### src/rtl/time_bcd_converter_if.sv
// Purpose: groups the conversion request, binary time fields and BCD digit results.
// Latency: none, signal bundle only.
// Backpressure: none; requests that arrive while busy are dropped and flagged by the converter.
interface time_bcd_converter_if;
  logic       sample;
  logic [5:0] min_bin;
  logic [5:0] sec_bin;
  logic       busy;
  logic       valid;
  logic [3:0] min_tens;
  logic [3:0] min_ones;
  logic [3:0] sec_tens;
  logic [3:0] sec_ones;
  logic       range_err;
  logic       overrun;

  // Requester side: the timer/frame logic that asks for a conversion
  modport master (
    output sample, min_bin, sec_bin,
    input  busy, valid, min_tens, min_ones, sec_tens, sec_ones, range_err, overrun
  );

  // Converter side
  modport slave (
    input  sample, min_bin, sec_bin,
    output busy, valid, min_tens, min_ones, sec_tens, sec_ones, range_err, overrun
  );
endinterface

### src/rtl/time_bcd_converter.sv
// Purpose: serial double-dabble conversion of 6-bit minutes/seconds into four BCD digits.
// Latency: sample accepted at edge 0, digits and one-cycle valid after edge 6.
// Backpressure: none; a sample while busy is dropped and sets sticky overrun.
module time_bcd_converter #(
  parameter int MAX_VALUE = 59
) (
  input  logic                 clk,
  input  logic                 reset,
  time_bcd_converter_if.slave  bus
);

  localparam logic [5:0] MAX_V = 6'(MAX_VALUE);

  typedef enum logic {IDLE, CONV} state_t;

  state_t      state;
  logic [2:0]  iter;
  logic [13:0] min_sr;
  logic [13:0] sec_sr;
  logic        range_pend;
  logic        busy_q;
  logic        valid_q;
  logic        range_err_q;
  logic        overrun_q;
  logic [3:0]  min_tens_q;
  logic [3:0]  min_ones_q;
  logic [3:0]  sec_tens_q;
  logic [3:0]  sec_ones_q;

  logic [5:0]  min_clamped;
  logic [5:0]  sec_clamped;
  logic        in_range_err;
  logic [13:0] min_nxt;
  logic [13:0] sec_nxt;

  // One double-dabble step: bias BCD nibbles that would overflow on doubling, then shift
  function automatic logic [13:0] dabble_step(input logic [13:0] r);
    logic [13:0] t;
    t = r;
    if (t[13:10] >= 4'd5) t[13:10] = t[13:10] + 4'd3;
    if (t[9:6]   >= 4'd5) t[9:6]   = t[9:6]   + 4'd3;
    return {t[12:0], 1'b0};
  endfunction

  // Input clamping and the next step of both shift registers
  always_comb begin
    min_clamped  = (bus.min_bin > MAX_V) ? MAX_V : bus.min_bin;
    sec_clamped  = (bus.sec_bin > MAX_V) ? MAX_V : bus.sec_bin;
    in_range_err = (bus.min_bin > MAX_V) || (bus.sec_bin > MAX_V);
    min_nxt      = dabble_step(min_sr);
    sec_nxt      = dabble_step(sec_sr);
  end

  // Control FSM: snapshot on accept, six shift steps, publish digits on the last step
  always_ff @(posedge clk or negedge reset) begin
    if (!reset) begin
      state       <= IDLE;
      iter        <= 3'd0;
      min_sr      <= '0;
      sec_sr      <= '0;
      range_pend  <= 1'b0;
      busy_q      <= 1'b0;
      valid_q     <= 1'b0;
      range_err_q <= 1'b0;
      overrun_q   <= 1'b0;
      min_tens_q  <= '0;
      min_ones_q  <= '0;
      sec_tens_q  <= '0;
      sec_ones_q  <= '0;
    end else begin
      valid_q <= 1'b0;
      case (state)
        IDLE: begin
          if (bus.sample) begin
            min_sr     <= {8'd0, min_clamped};
            sec_sr     <= {8'd0, sec_clamped};
            range_pend <= in_range_err;
            iter       <= 3'd0;
            busy_q     <= 1'b1;
            state      <= CONV;
          end
        end
        CONV: begin
          if (bus.sample) overrun_q <= 1'b1;
          min_sr <= min_nxt;
          sec_sr <= sec_nxt;
          iter   <= iter + 3'd1;
          if (iter == 3'd5) begin
            min_tens_q  <= min_nxt[13:10];
            min_ones_q  <= min_nxt[9:6];
            sec_tens_q  <= sec_nxt[13:10];
            sec_ones_q  <= sec_nxt[9:6];
            range_err_q <= range_pend;
            valid_q     <= 1'b1;
            busy_q      <= 1'b0;
            state       <= IDLE;
          end
        end
        default: state <= IDLE;
      endcase
    end
  end

  assign bus.busy      = busy_q;
  assign bus.valid     = valid_q;
  assign bus.range_err = range_err_q;
  assign bus.overrun   = overrun_q;
  assign bus.min_tens  = min_tens_q;
  assign bus.min_ones  = min_ones_q;
  assign bus.sec_tens  = sec_tens_q;
  assign bus.sec_ones  = sec_ones_q;

endmodule

### src/flat_wrapper.sv
// flat-port wrapper written by rule: the top's interface ports become plain ports
module time_bcd_converter_flat 
#(
  parameter int MAX_VALUE = 59
)
  (clk, reset, bus_sample, bus_min_bin, bus_sec_bin, bus_busy, bus_valid, bus_min_tens, bus_min_ones, bus_sec_tens, bus_sec_ones, bus_range_err, bus_overrun);
  time_bcd_converter_if bus_i ();
  input  logic clk;
  input  logic reset;
  input wire logic [$bits(bus_i.sample)-1:0] bus_sample;
  input wire logic [$bits(bus_i.min_bin)-1:0] bus_min_bin;
  input wire logic [$bits(bus_i.sec_bin)-1:0] bus_sec_bin;
  output wire logic [$bits(bus_i.busy)-1:0] bus_busy;
  output wire logic [$bits(bus_i.valid)-1:0] bus_valid;
  output wire logic [$bits(bus_i.min_tens)-1:0] bus_min_tens;
  output wire logic [$bits(bus_i.min_ones)-1:0] bus_min_ones;
  output wire logic [$bits(bus_i.sec_tens)-1:0] bus_sec_tens;
  output wire logic [$bits(bus_i.sec_ones)-1:0] bus_sec_ones;
  output wire logic [$bits(bus_i.range_err)-1:0] bus_range_err;
  output wire logic [$bits(bus_i.overrun)-1:0] bus_overrun;
  assign bus_i.sample = bus_sample;
  assign bus_i.min_bin = bus_min_bin;
  assign bus_i.sec_bin = bus_sec_bin;
  assign bus_busy = bus_i.busy;
  assign bus_valid = bus_i.valid;
  assign bus_min_tens = bus_i.min_tens;
  assign bus_min_ones = bus_i.min_ones;
  assign bus_sec_tens = bus_i.sec_tens;
  assign bus_sec_ones = bus_i.sec_ones;
  assign bus_range_err = bus_i.range_err;
  assign bus_overrun = bus_i.overrun;
  time_bcd_converter #(.MAX_VALUE(MAX_VALUE)) u_core (.clk(clk), .reset(reset), .bus(bus_i));
endmodule
### config.mk
export PLATFORM = sky130hd
export DESIGN_NAME = time_bcd_converter_flat
export DESIGN_NICKNAME = d
export VERILOG_FILES = /design/src/rtl/time_bcd_converter_if.sv /design/src/rtl/time_bcd_converter.sv /design/src/flat_wrapper.sv
export SDC_FILE = /design/constraint.sdc
export NUM_CORES = 1
export LEC_CHECK = 0
export BUFFER_PORTS_ARGS = -buffer_cell sky130_fd_sc_hd__buf_2
export CORE_ASPECT_RATIO = 0.75
export CORE_MARGIN = 2
export CORE_UTILIZATION = 57
export DETAILED_ROUTE_END_ITERATION = 16
export HOLD_SLACK_MARGIN = 0.08
export PLACE_DENSITY_LB_ADDON = 0.1
export SLEW_MARGIN = 10
export SYNTH_ARGS = -nofsm -noshare
export SYNTH_HDL_FRONTEND = slang
export SYNTH_SLANG_ARGS = --single-unit
### constraint.sdc
create_clock -name clk -period 2.1 [get_ports clk]
set_input_delay 0.105 -clock clk [delete_from_list [all_inputs] [get_ports clk]]
set_output_delay 0.105 -clock clk [all_outputs]
set_load 0.01 [all_outputs]
==> out/results.ini <==
[status]
status=complete, no violations

[clock_tree]
cts_tree=built
clock_path_buffers=2
clkSlewWorstSetupHoldPaths_ns=0.09
clockRootBuffer=clkbuf_8
clk_latency_ns=0.30
post_cts_buffers=0
cts_buffers=5
cts_max_level=2
cts_num_sinks=53
cts.repair.resized=0

[layout]
fin_nets=290
fill_cells=344
final_common_cell=dfrtp_1
final_cell_mix=dfrtp_1 (52), buf_2 (34), o21ai_0 (22)
drive_gt1_frac=0.2293
final_util=0.6886
diodes=0
final_cells=321
area.growth.synth_to_final_pct=13.00

[timing]
fin_crit_sh=0.7541
hold_violations=0
setup-violations-final=0
fin_setup_tns_ns=0
finClkSkew_ns=0.004660
period_minus_slack_ns=1.584
rsz0062_at_grt=false
setup_slack_ns=0.5163
slew_violations=0
tightestPinTransition_ns=0.7058
slew_headroom=0.5295
fmax_mhz=631.4

[yosys]
syn_inst=228
synth_cell_type_count=30
synth_area_um2=2531
synthXorXnorAreaFrac=0.01730
syn_nets=253
ys_seq_area_frac=0.5240
synth-simple-area-share=0.1325
synth_top_family_by_area=simple AND/OR/NAND/NOR gates
synth_compound_area_frac=0.1162
synth_seq_cells=53
synth_fa_ha_area_frac=0.04943
muxShareOfSynthArea=0.1216
avgSynthCellArea_um2=11.10
yosys_warnings=0

[worst_hold_path]
hp-start=bus_sec_bin[2]
hold_path.class=in -> reg

[route]
detail_route.wl_per_cell_um=13.61
dr.first_iter.drc_count=31
routed_via_density=5.299
dr.pass1.iters=2
vias=1701
drt-total-wl_mm=4.370
drc=0
ant_nets=0

[global_route]
grt_pass1_vias=1666
grt_use_total=0.2030
grt_antenna_before_repair=0
grt_first_pass_wirelength_mm=7.624
grt_max_degree=40
grt_overflow_total=0

[worst_setup_path]
crit_type=reg -> reg
crit_required_ns=2.33
critPathTopFamily=flip-flops
start_kind=flip-flop
cpPeakStageDelay_ns=0.41
worst_path_max_delay_cell=dfrtp_1
r2r_start=u_core.min_sr[10]
crit_chain=inv_1 -> ha_1 -> nand2b_1 -> a21oi_1 -> mux2_2 -> o21ai_0
worst_setup_path_end_kind=flip-flop
timing.critical_path.buf_inv=1
crit_fanout=3
critPathArrivalTime_ns=1.81
worstSetupStartpoint=u_core.min_sr[10]

[floorplan]
ios=35
die-height_um=61.71
die_width_um=80.95
dieArea_um2=4995
initial_core_util=0.6093
core-area_um2=4154
fp-row-count=20

[pwr]
power_uw=4156
p_leak_uw=0.001417
vdd_drop_max_mv=0.6099
powerDensity_nw_per_um2=1453

[placed_design]
pre_cts_ws_ns=0.5381
dp_cells=310
place.gp.congestion=0.7478
port-buffer-count=34
hpwl_mm=3.000

[run]
maxCapViolations=0

Yosys cell counts (all sizes together):
| library cell | n | area share |
|---|---|---|
| nand4 | 2 | 0.0049 |
| xnor2 | 4 | 0.014 |
| a31oi | 3 | 0.0074 |
| o31ai | 3 | 0.0089 |
| nor3b | 9 | 0.027 |
| clkbuf | 1 | 0.0015 |
| a21oi | 10 | 0.024 |
| inv | 12 | 0.019 |
| nor2b | 3 | 0.0074 |
| nor3 | 3 | 0.0059 |
| mux2 | 10 | 0.050 |
| mux2i | 18 | 0.071 |
| a22o | 1 | 0.0035 |
| nand3 | 1 | 0.0069 |
| dfrtp | 53 | 0.52 |
| ha | 10 | 0.049 |
| nor2 | 7 | 0.010 |
| nand2 | 20 | 0.030 |
| a311oi | 2 | 0.0069 |
| buf | 10 | 0.019 |
| xor2 | 1 | 0.0035 |
| o21ai | 22 | 0.044 |
| nand3b | 2 | 0.0059 |
| a21o | 7 | 0.022 |
| nand2b | 14 | 0.035 |
kinds of logic (layout without fill, tap and decap cells):
group,count (synthesis),count (layout)
AOI/OAI and AO/OA,48,48
DFF,53,53
adders and majority gates,10,10
xor gates and xnor gates,5,5
muxes,28,28
and+or+nand+nor,61,61
buffers and inverters,23,61
per-layer routing:
metal	up-vias	wire, um	track usage	part of all wire
met2	29	1854	0.3223	0.42
met3	7	171	0.04769	0.039
met5	-	0	0	0
met1	811	2286	0.2798	0.52
li1	854	-	-	-
met4	0	58	0.07264	0.013
state kept, by name, indices dropped and copies added (netlist names):
signal                count
u_core.min_sr            14
u_core.bus.min_tens       4
u_core.bus.sec_ones       4
u_core.range_pend         1
u_core.bus.sec_tens       4
u_core.iter               3
u_core.bus.range_err      1
u_core.bus.valid          1
u_core.bus.busy           1
u_core.sec_sr            14
u_core.bus.overrun        1
u_core.state              1
u_core.bus.min_ones       4
power breakdown:
group / total, uW / internal [uW] / switching [uW]
logic: 1840 / 895 / 948
clock network: 544 / 238 / 306
registers: 1770 / 1470 / 300
per-stage QoR:
step / instance area (um^2) / hold WS, ns
2_1_floorplan: 2531 / -0.1906
3_3_place_gp: 2750 / 0.1528
3_5_place_dp: 2750 / 0.1518
4_1_cts: 2860 / 0.1109
5_1_grt: 2860 / 0.1159
6_report: 2860 / 0.1193
final cells by class:
type | instances | area [um^2] | share of cell area
clock buffer | 8 | 80.08 | 0.02800
timing repair buffer | 41 | 230.2 | 0.08049
multi-input combinational | 152 | 1106 | 0.3867
sequential | 53 | 1328 | 0.4641
tap | 55 | 68.82 | 0.02406
inverter | 12 | 47.55 | 0.01662
final timing paths:
path	endpoint	slack [ns]	cells after the start
worst max-delay path	u_core.bus.min_tens[2]	0.52	6
worst min-delay path	u_core.sec_sr[2]	0.12	3
worst max register to register	u_core.bus.min_tens[2]	0.52	6
worst min register to register	u_core.bus.overrun	0.46	1
max in group asynchronous	u_core.sec_sr[7]	1.10	3
min in group asynchronous	u_core.bus.min_tens[3]	0.34	2
worst reg2reg max path, delay by kind of cell (launching register included):
kind / cells / cell delay, ns
buffers and inverters: 1 / 0.10
adders and majority gates: 1 / 0.20
AOI/OAI and AO/OA: 2 / 0.36
and+or+nand+nor: 1 / 0.07
muxes: 1 / 0.37
DFF: 1 / 0.41
repair_timing:
item,4_1_cts,5_1_grt
endpoints found under the setup margin,0,0
hold buffers,3,0
endpoints found under the hold margin,27,0
Power figures use the tool's default switching activity.
